**config.mk**
```make
export PLATFORM = sky130hd
export DESIGN_NAME = vc_pop_arbiter
export DESIGN_NICKNAME = d
export VERILOG_FILES = /design/src/rtl/vc_pop_arbiter_pkg.sv /design/src/rtl/vc_pop_arbiter_grant.sv /design/src/rtl/vc_pop_arbiter.sv
export SDC_FILE = /design/constraint.sdc
export NUM_CORES = 1
export LEC_CHECK = 0
export ABC_AREA = 0
export CAP_MARGIN = 20
export CORE_UTILIZATION = 49
export CTS_CLUSTER_SIZE = 20
export DETAILED_ROUTE_END_ITERATION = 10
export PLACE_DENSITY = 0.86
export SLEW_MARGIN = 40
export SYNTH_ARGS = -nofsm -noshare
export SYNTH_HDL_FRONTEND = slang
export SYNTH_SLANG_ARGS = --single-unit
export TNS_END_PERCENT = 100
```
**constraint.sdc**
```tcl
create_clock -name clk -period 3.6 [get_ports clk]
set_clock_uncertainty 0.05 [all_clocks]
set_input_delay 0.54 -clock clk [delete_from_list [all_inputs] [get_ports clk]]
set_output_delay 0.54 -clock clk [all_outputs]
set_load 0.005 [all_outputs]
```
**src/rtl/vc_pop_arbiter_pkg.sv**
```systemverilog
// Shared definitions for the two-VC pop arbiter: FSM encodings, VC ids and
// the burst counter helper.
package vc_pop_arbiter_pkg;

    typedef enum logic [1:0] {
        ST_INIT   = 2'd0,
        ST_IDLE   = 2'd1,
        ST_ACTIVE = 2'd2
    } state_t;

    localparam logic VC0 = 1'b0;
    localparam logic VC1 = 1'b1;

    localparam int BURST_W = 4;

    function automatic logic [BURST_W-1:0] sat_inc(input logic [BURST_W-1:0] value);
        return (value == {BURST_W{1'b1}}) ? value : value + 1'b1;
    endfunction

endpackage

```
**src/rtl/vc_pop_arbiter_grant.sv**
```systemverilog
// Combinational pop grant between VC0 (priority) and VC1, plus the next value
// of the consecutive-VC0 burst counter used for anti-starvation.
module vc_grant_logic
    import vc_pop_arbiter_pkg::*;
#(
    parameter int MAX_BURST = 3
) (
    input  logic               active,
    input  logic               vc0_empty,
    input  logic               vc1_empty,
    input  logic               dst_almost_full,
    input  logic [BURST_W-1:0] burst_cnt,
    output logic               vc0_rd,
    output logic               vc1_rd,
    output logic [BURST_W-1:0] burst_nxt
);

    logic can_pop;
    logic force1;

    assign can_pop = active && !dst_almost_full;
    assign force1  = (burst_cnt == BURST_W'(MAX_BURST)) && !vc1_empty;

    always_comb begin
        // NOTE: every output gets a default first so no path through the block infers a latch.
        vc0_rd    = 1'b0;
        vc1_rd    = 1'b0;
        burst_nxt = burst_cnt;

        if (can_pop) begin
            if (force1)          vc1_rd = 1'b1;
            else if (!vc0_empty) vc0_rd = 1'b1;
            else if (!vc1_empty) vc1_rd = 1'b1;
        end

        // The burst only counts VC0 wins while VC1 is actually waiting.
        if (vc1_rd || vc1_empty) burst_nxt = '0;
        else if (vc0_rd)         burst_nxt = sat_inc(burst_cnt);
    end

endmodule

```
**src/rtl/vc_pop_arbiter.sv**
```systemverilog
// Pops at most one word per cycle from two per-VC source FIFOs into one
// destination FIFO, with weighted priority and a registered write side.
module vc_pop_arbiter
    import vc_pop_arbiter_pkg::*;
#(
    parameter int BW        = 6,
    parameter int MAX_BURST = 3
) (
    input  logic          clk,
    input  logic          reset_L,
    input  logic          vc0_empty,
    input  logic [BW-1:0] vc0_data,
    output logic          vc0_rd,
    input  logic          vc1_empty,
    input  logic [BW-1:0] vc1_data,
    output logic          vc1_rd,
    input  logic          dst_almost_full,
    input  logic          dst_full,
    output logic          dst_wr,
    output logic [BW-1:0] dst_data,
    output logic          active_vc,
    output logic [7:0]    pop_cnt_vc0,
    output logic [7:0]    pop_cnt_vc1,
    output logic          error_output
);

    state_t             state;
    state_t             state_nxt;
    logic [BURST_W-1:0] burst_cnt;
    logic [BURST_W-1:0] burst_nxt;

    vc_grant_logic #(
        .MAX_BURST(MAX_BURST)
    ) u_grant (
        .active         (state == ST_ACTIVE),
        .vc0_empty      (vc0_empty),
        .vc1_empty      (vc1_empty),
        .dst_almost_full(dst_almost_full),
        .burst_cnt      (burst_cnt),
        .vc0_rd         (vc0_rd),
        .vc1_rd         (vc1_rd),
        .burst_nxt      (burst_nxt)
    );

    always_ff @(posedge clk or negedge reset_L) begin
        // NOTE: sequential state uses non-blocking assignments so every register samples pre-edge values.
        if (!reset_L) begin
            state     <= ST_INIT;
            burst_cnt <= '0;
        end else begin
            state     <= state_nxt;
            burst_cnt <= burst_nxt;
        end
    end

    always_comb begin
        state_nxt = state;
        unique case (state)
            ST_INIT:   state_nxt = ST_IDLE;
            ST_IDLE:   if (!dst_almost_full && (!vc0_empty || !vc1_empty)) state_nxt = ST_ACTIVE;
            ST_ACTIVE: if (dst_almost_full || (vc0_empty && vc1_empty))    state_nxt = ST_IDLE;
            default:   state_nxt = ST_INIT;
        endcase
    end

    // The popped word lands in the destination one cycle after its rd strobe.
    always_ff @(posedge clk or negedge reset_L) begin
        if (!reset_L) begin
            dst_wr    <= 1'b0;
            dst_data  <= '0;
            active_vc <= VC0;
        end else begin
            dst_wr <= vc0_rd || vc1_rd;
            if (vc1_rd) begin
                dst_data  <= vc1_data;
                active_vc <= VC1;
            end else if (vc0_rd) begin
                dst_data  <= vc0_data;
                active_vc <= VC0;
            end
        end
    end

    always_ff @(posedge clk or negedge reset_L) begin
        if (!reset_L) begin
            pop_cnt_vc0 <= '0;
            pop_cnt_vc1 <= '0;
        end else begin
            if (vc0_rd) pop_cnt_vc0 <= pop_cnt_vc0 + 8'd1;
            if (vc1_rd) pop_cnt_vc1 <= pop_cnt_vc1 + 8'd1;
        end
    end

    always_ff @(posedge clk or negedge reset_L) begin
        if (!reset_L)               error_output <= 1'b0;
        else if (dst_wr && dst_full) error_output <= 1'b1;
    end

endmodule

```
# Word level (Yosys, flattened, before mapping)
# Cells that the tools add are included.
# W data, S select, Z words.
[word_totals]
regBits = 31
input_bits = 18
out_inout_bits = 27
elab_cells = 52
[classes]
n_addsub = 3
eq_ne = 7
n_mux = 17
n_reduce_logical = 17
[ops]
columns = ["operator", "n"]
rows = [
  ["$add A8 B1 Y8 const B", 2],
  ["$mux W4", 3],
  ["$mux W6", 2],
  ["$mux W1", 9],
  ["$pmux W2 S3", 1],
  ["$logic_and A1 B1 Y1", 5],
  ["$add A4 B1 Y4 const B", 1],
  ["$eq A4 B2 Y1 const B", 1],
  ["$eq A4 B4 Y1 const B", 1],
  ["$logic_or A1 B1 Y1", 4],
  ["$mux W2", 2],
  ["$ne A2 B2 Y1 const B", 2],
  ["$reduce_and A2 Y1", 2],
  ["$reduce_bool A2 Y1", 2],
  ["$logic_not A1 Y1", 3],
  ["$eq A2 B1 Y1 const B", 1],
  ["$eq A2 B2 Y1 const B", 1],
  ["$logic_not A2 Y1", 1],
  ["$ne A2 B1 Y1 const B", 1],
]

# Depth between registers and ports, before layout
# Gate-level depths: netlist of run 1.
[depth]
depth_word = 7
depth_mapped = 6
mapped_depth_nobuf = 6

# Hierarchy
# A second synthesis of run 1 with hierarchy kept.
[unflattened]
cells_unflattened = 125
area_unflattened_um2 = 1430.1
[by_module_without_submodules]
columns = ["module", "n_inst", "cells_per_inst", "area_each_um2", "seq_area_each_um2"]
rows = [
  ["vc_pop_arbiter", 1, 98, 1244.9, 775.7],
  ["vc_grant_logic", 1, 27, 185.2, 0.0],
]

# Worst setup path after synthesis of run 1
# OpenSTA, ideal clock, no wires.
[synth_timing]
path_type = "input port to output port"
start = "input port vc1_empty"
end = "output port vc1_rd"
arrival_time_ps = 1432
required_time_ps = 3010
setup_slack_ps = 1578
stages = 4
path_buffers = 1
cell_sequence = "buf_2 > nor4b_4 > o21ai_2 > inv_1"
[synth_between]
elab_chain_len = 4
word_cells_on_any_way = 6
classes_between = "mux: 4; reduce/logical: 2"
[synth_lines]
columns = ["element", "line", "rtl"]
rows = [
  ["start: declaration", "vc_pop_arbiter.sv:14", "input logic vc1_empty,"],
  ["$mux W1 / $logic_not A1 Y1 (equally long branches)", "vc_pop_arbiter_grant.sv:33, vc_pop_arbiter_grant.sv:22", ""],
  ["$mux W1 / $logic_and A1 B1 Y1 (equally long branches)", "vc_pop_arbiter_grant.sv:32, vc_pop_arbiter_grant.sv:22", ""],
  ["$mux W1 (*)", "vc_pop_arbiter_grant.sv:31", "if (force1) vc1_rd = 1'b1;"],
  ["$mux W1 (*)", "vc_pop_arbiter_grant.sv:30", "if (can_pop) begin"],
  ["end: declaration", "vc_pop_arbiter.sv:16", "output logic vc1_rd,"],
]
# Mark *: on every way between the ends. The rest lies on a longest branch, timed or not.

# Final worst setup path of run 1
# Same ends and word-level chain as after synthesis.

==> impl_metrics.tcl, run 1 <==
set metrics [dict create \
    max_freq_mhz 318 \
    p_sw_uw 293 \
    async_reset_ff_frac 1.00 \
    fin_crit_ns 3.14 \
    vias_per_cell 5.55 \
    drc 0 \
    hold_buffers 0 \
    drt_iter0_drc 42 \
    ys_ff_latch 31 \
    netlist_area_um2 1400 \
    worstPathCellList "clkdlybuf4s50_1 -> nor4b_4 -> o21ai_2 -> inv_1 -> clkdlybuf4s50_1" \
    cts_resized 0 \
    clock_latency_ns 0.34 \
    antenna_found_initial 0 \
    slowest_delay_ns 0.58 \
    worst_setup_path_end_kind "output pin" \
    cts_sinks 31 \
    worstPathMaxFanout 8 \
    start_util 0.514 \
    slowest_stage "clkdlybuf4s50_1" \
    hold_ws_ns 0.413 \
    final_area_um2 1970 \
    hold_viol_final 0 \
    cts_tree "done" \
    core-area_um2 2730 \
    gr-total-overflow 0 \
    clockPowerShare 0.265 \
    synth_area_per_cell_um2 11.0 \
    cp_data_required_time_ns 3.01 \
    seq_area_um2 776 \
    synth_top_area_frac 0.553 \
    multiInputGateArea_um2 603 \
    post_cts_buffers 0 \
    seq_power_share 0.459 \
    synth.distinct_cells 30 \
    dpl_cell_area_um2 1880 \
    firstDrtPassIters 4 \
    outcome "finished, final reports clean" \
    dpl.hpwl_mm 2.26 \
    area_growth_pct 40.1 \
    drive_above_1_share 0.101 \
    yosysWarnings 0 \
    p_int_uw 775 \
    nets 198 \
    ir_worst_vdd_v 0.000585 \
    maxSlewHeadroom 0.613 \
    crit_top_cell "clkdlybuf4s50_1" \
    grt_pass1_wl_mm 5.20 \
    clk_path_buf_depth 2 \
    num_rows 19 \
    gp_routability_congestion 0.853 \
    timing.final.crit_share 0.873 \
    grt_pass1_vias 1128 \
    final.setup.tns_ns 0 \
    fp.dieW_um 55.5 \
    io-pin-count 45 \
    powerDensity_nw_per_um2 543 \
    cap_violations 0 \
    setup_viol 0 \
    synth-edff-count 0 \
    hold_path_class "reg -> reg" \
    syn_inst 128 \
    ant_nets 0 \
    portBuffers 44 \
    layoutNonFillerInstCount 209 \
    reg2reg_slack_ns 1.70 \
    grtUsageTotal 0.224 \
    synth_flop_cell "dfrtp_1" \
    htreeDepth 2 \
    yosysSeqAreaShare 0.553 \
    drv_slew 0 \
    diodes 0 \
    grt_max_degree 32 \
    critPathKind "in -> out" \
    root_buffer "clkbuf_4" \
    combPwrFrac 0.276 \
    dr_total_vias 1160 \
    wire_per_inst_um 14.8 \
    clk_transition_reported_paths_ns 0.09 \
    synth_top_area_cell "dfrtp_1" \
    die_h_um 55.5 \
    numCtsBuffers 5 \
    startpoint_type "input port" \
    fill_cells 198 \
    cp.arrival_ns 2.55 \
    total_leakage_power_nw 0.841 \
    max_slew.worst_pin.slew_ns 0.581 \
    place_inst 201 \
    dieArea_um2 3080 \
    p_sw_frac 0.274 \
    syn-num-nets 149 \
    finalWirelength_mm 3.09 \
    rsz0062_at_grt "false" \
    synth_area_leaders "dfrtp_1 (55%), xnor2_1 (6.9%), a21oi_1 (3.9%)" \
]
## registers in the layout (all words and copies together) (netlist names)
signal	cells
dst_data	6
state	2
burst_cnt	4
error_output	1
pop_cnt_vc0	8
dst_wr	1
active_vc	1
pop_cnt_vc1	8
## power groups by stage
stage	Combinational, mW	Clock (mW)	Sequential, mW
6_report	0.295	0.283	0.491
3_3_place_gp	0.287	0	0.493
2_1_floorplan	0.0992	0	0.495
3_5_place_dp	0.297	0	0.497
5_1_grt	0.326	0.305	0.504
4_1_cts	0.300	0.288	0.490
## stage by stage
step	util	power (mW)	worst slack [ns]
after CTS	0.719	1.08	0.472
after global routing	0.719	1.14	0.357
after detailed placement	0.688	0.794	0.496
final	0.719	1.07	0.456
after global placement	0.688	0.780	0.585
after floorplan	-	0.594	1.58
## logic make-up (layout without fill, tap and decap cells)
logic type	count (synthesis)	count (layout)	share of synthesized area
and+or+nand+nor	46	46	0.190
DFF	31	31	0.553
buffers and inverters	6	56	0.0178
AOI/OAI and AO/OA	26	26	0.111
muxes	1	1	0.00802
adders and majority gates	3	3	0.0267
xor gates and xnor gates	15	15	0.0936
## path summary, 6_finish.rpt
check,from,end,cells past startpoint
setup / recovery,vc1_empty,vc1_rd,5
max in group asynchronous,reset_L,pop_cnt_vc0[6],2
hold / removal,error_output,error_output,1
setup reg to reg,burst_cnt[0],pop_cnt_vc1[7],5
hold reg to reg,error_output,error_output,1
min in group asynchronous,reset_L,error_output,2
## worst max-delay path: cells and delay by family
family | cells | cell delay, ns
buffers and inverters | 3 | 1.26
and+or+nand+nor | 1 | 0.53
AOI/OAI and AO/OA | 1 | 0.21
## cells in the mapped netlist, drive strengths merged, types with 3 or more instances
library cell,instances
nor2,12
o21ai,4
dfrtp,31
nand3,6
a21oi,11
nand2,10
o22ai,6
xor2,4
xnor2,11
ha,3
nand4,4
nor3,4
## routing by layer
| metal | GRT usage | vias to the layer above | share of wire |
|---|---|---|---|
| met2 | 0.361 | 46 | 0.52 |
| met3 | 0.0796 | 9 | 0.059 |
| met1 | 0.270 | 554 | 0.40 |
| met5 | 0 | - | 0 |
| li1 | - | 551 | - |
| met4 | 0.0964 | 0 | 0.023 |
## cell usage in the layout (no fill, tap or decap), types with 2 or more instances in the layout
| cell type | instances |
|---|---|
| nand4_1 | 4 |
| xor2_1 | 4 |
| and3_1 | 2 |
| ha_1 | 3 |
| o22ai_1 | 6 |
| nor2_1 | 12 |
| clkdlybuf4s50_1 | 44 |
| nand2_1 | 10 |
| nor4_2 | 2 |
| buf_4 | 2 |
| clkbuf_4 | 5 |
| dfrtp_1 | 31 |
| a21oi_1 | 11 |
| nor3_1 | 3 |
| xnor2_1 | 11 |
| inv_1 | 2 |
| a21o_1 | 2 |
| o21ai_0 | 3 |
| nand3_1 | 6 |
## area by class of cell
cell class / count / area share
tap: 31 / 0.0197
clock inverter: 2 / 0.0178
timing repair buffer: 46 / 0.232
multi-input combinational: 91 / 0.307
clock buffer: 6 / 0.0261
inverter: 2 / 0.00382
sequential: 31 / 0.394
(Power assumes the default switching activity.)
==> inputs of run 2 (changes only) <==
CORE_UTILIZATION = 25   (was 49)
GPL_ROUTABILITY_DRIVEN = 0   (was default)
PLACE_DENSITY = 0.52   (was 0.86)
clock period = 2.8 ns   (was 3.6 ns; I/O delays follow)
==> impl_metrics.tcl, run 2 (synthesis results as in run 1) <==
set metrics [dict create \
    outcome "finished, final reports clean" \
    timing.final.crit_share 0.949 \
    cp.buffers_inverters 3 \
    die_h_um 76.9 \
    grt_pass1_wl_mm 5.62 \
    max_freq_mhz 376 \
    cp_data_required_time_ns 2.33 \
    cap_violations 0 \
    powerDensity_nw_per_um2 704 \
    mostFrequentLayoutCells "clkdlybuf4s50_1 (44), dfrtp_1 (31), nor2_1 (12)" \
    total_leakage_power_nw 0.874 \
    diodes 0 \
    cts_tree "done" \
    worstPathMaxFanout 7 \
    fp.dieW_um 76.9 \
    antenna_found_initial 0 \
    numCtsBuffers 5 \
    clockPowerShare 0.308 \
    power.total_mw 1.46 \
    drt_iter0_drc 61 \
    crit_family "buffers and inverters" \
    num_rows 26 \
    portBuffers 44 \
    clk_path_buf_depth 2 \
    drc 0 \
    drv_slew 0 \
    worst_setup_path_end_kind "output pin" \
    grtUsageTotal 0.124 \
    crit_top_cell "clkdlybuf4s50_1" \
    core-area_um2 5270 \
    start_util 0.266 \
    cp.arrival_ns 2.19 \
    seq_power_share 0.436 \
    dpl.hpwl_mm 2.52 \
    cts_resized 0 \
    post_cts_buffers 0 \
    maxSlewHeadroom 0.562 \
    worstRegToRegCells 6 \
    gr-total-overflow 0 \
    hold_buffers 0 \
    htreeDepth 2 \
    startpoint_type "input port" \
    worstPathCellList "clkdlybuf4s50_1 -> nor4b_4 -> o21ai_2 -> inv_1 -> clkdlybuf4s50_1" \
    vias_per_cell 4.66 \
    drive_above_1_share 0.121 \
    grt_pass1_vias 1213 \
    dr_total_vias 1175 \
    clock_latency_ns 0.28 \
    firstDrtPassIters 4 \
    hold_viol_final 0 \
    cts_sinks 31 \
    slowest_delay_ns 0.54 \
    dieArea_um2 5920 \
    ant_nets 0 \
    fin_crit_ns 2.66 \
    wire_per_inst_um 13.1 \
    reg2reg_slack_ns 0.91 \
    nets 202 \
    io-pin-count 45 \
    cp.depth 5 \
    root_buffer "clkbuf_8" \
    setup_viol 0 \
    finalWirelength_mm 3.30 \
    top_regs "pop_cnt_vc0: 8 flops, pop_cnt_vc1: 8 flops, dst_data: 6 flops" \
    hold_path_class "reg -> reg" \
    critPathKind "in -> out" \
    p_sw_frac 0.264 \
    ir_worst_vdd_v 0.000208 \
    grt_max_degree 32 \
    rsz0062_at_grt "false" \
    p_sw_uw 387 \
    layout_commonest_cell "clkdlybuf4s50_1" \
    combPwrFrac 0.256 \
    final.setup.tns_ns 0 \
    clk_transition_reported_paths_ns 0.06 \
    area_growth_pct 47.9 \
    holdPathStages 1 \
    slowest_stage "clkdlybuf4s50_1" \
    p_int_mw 1.08 \
    max_slew.worst_pin.slew_ns 0.658 \
]
-- run 2: power by group through the flow --
| stage | combinational (mW) | sequential (mW) | clock, mW |
|---|---|---|---|
| finish | 0.374 | 0.639 | 0.450 |
| global route | 0.411 | 0.659 | 0.491 |
| floorplan | 0.128 | 0.636 | 0 |
| global placement | 0.372 | 0.643 | 0 |
| detailed placement | 0.379 | 0.650 | 0 |
| CTS | 0.380 | 0.641 | 0.463 |
-- run 2: metrics by stage --
stage,setup slack [ns],instance area [um2],std cells,utilization,hold WS (ns)
detailed placement,0.153,1960,244,0.372,0.394
global placement,0.217,1960,244,0.372,0.388
global route,0.0519,2080,252,0.394,0.445
CTS,0.146,2080,252,0.394,0.408
finish,0.144,2080,252,0.394,0.405
floorplan,1.02,1400,128,-,0.0744
-- run 2: path summary, 6_finish.rpt --
kind	start	to
max reg2reg	burst_cnt[0]	burst_cnt[3]
min	error_output	error_output
min in group asynchronous	reset_L	pop_cnt_vc1[2]
max in group asynchronous	reset_L	pop_cnt_vc0[7]
min reg2reg	error_output	error_output
max	vc1_empty	vc1_rd
-- run 2: metal layers --
metal,global-route usage,part of all wire,up-vias
li1,-,-,560
met1,0.144,0.43,571
met2,0.197,0.50,34
met3,0.0381,0.041,10
met4,0.0827,0.030,0
met5,0,0,-
-- run 2: layout make-up --
class / count / area [um2]
sequential: 31 / 776
inverter: 2 / 7.51
multi-input combinational: 91 / 603
timing repair buffer: 50 / 485
clock inverter: 2 / 35.0
clock buffer: 6 / 82.6
fill: 536 / 3190
tap: 70 / 87.6
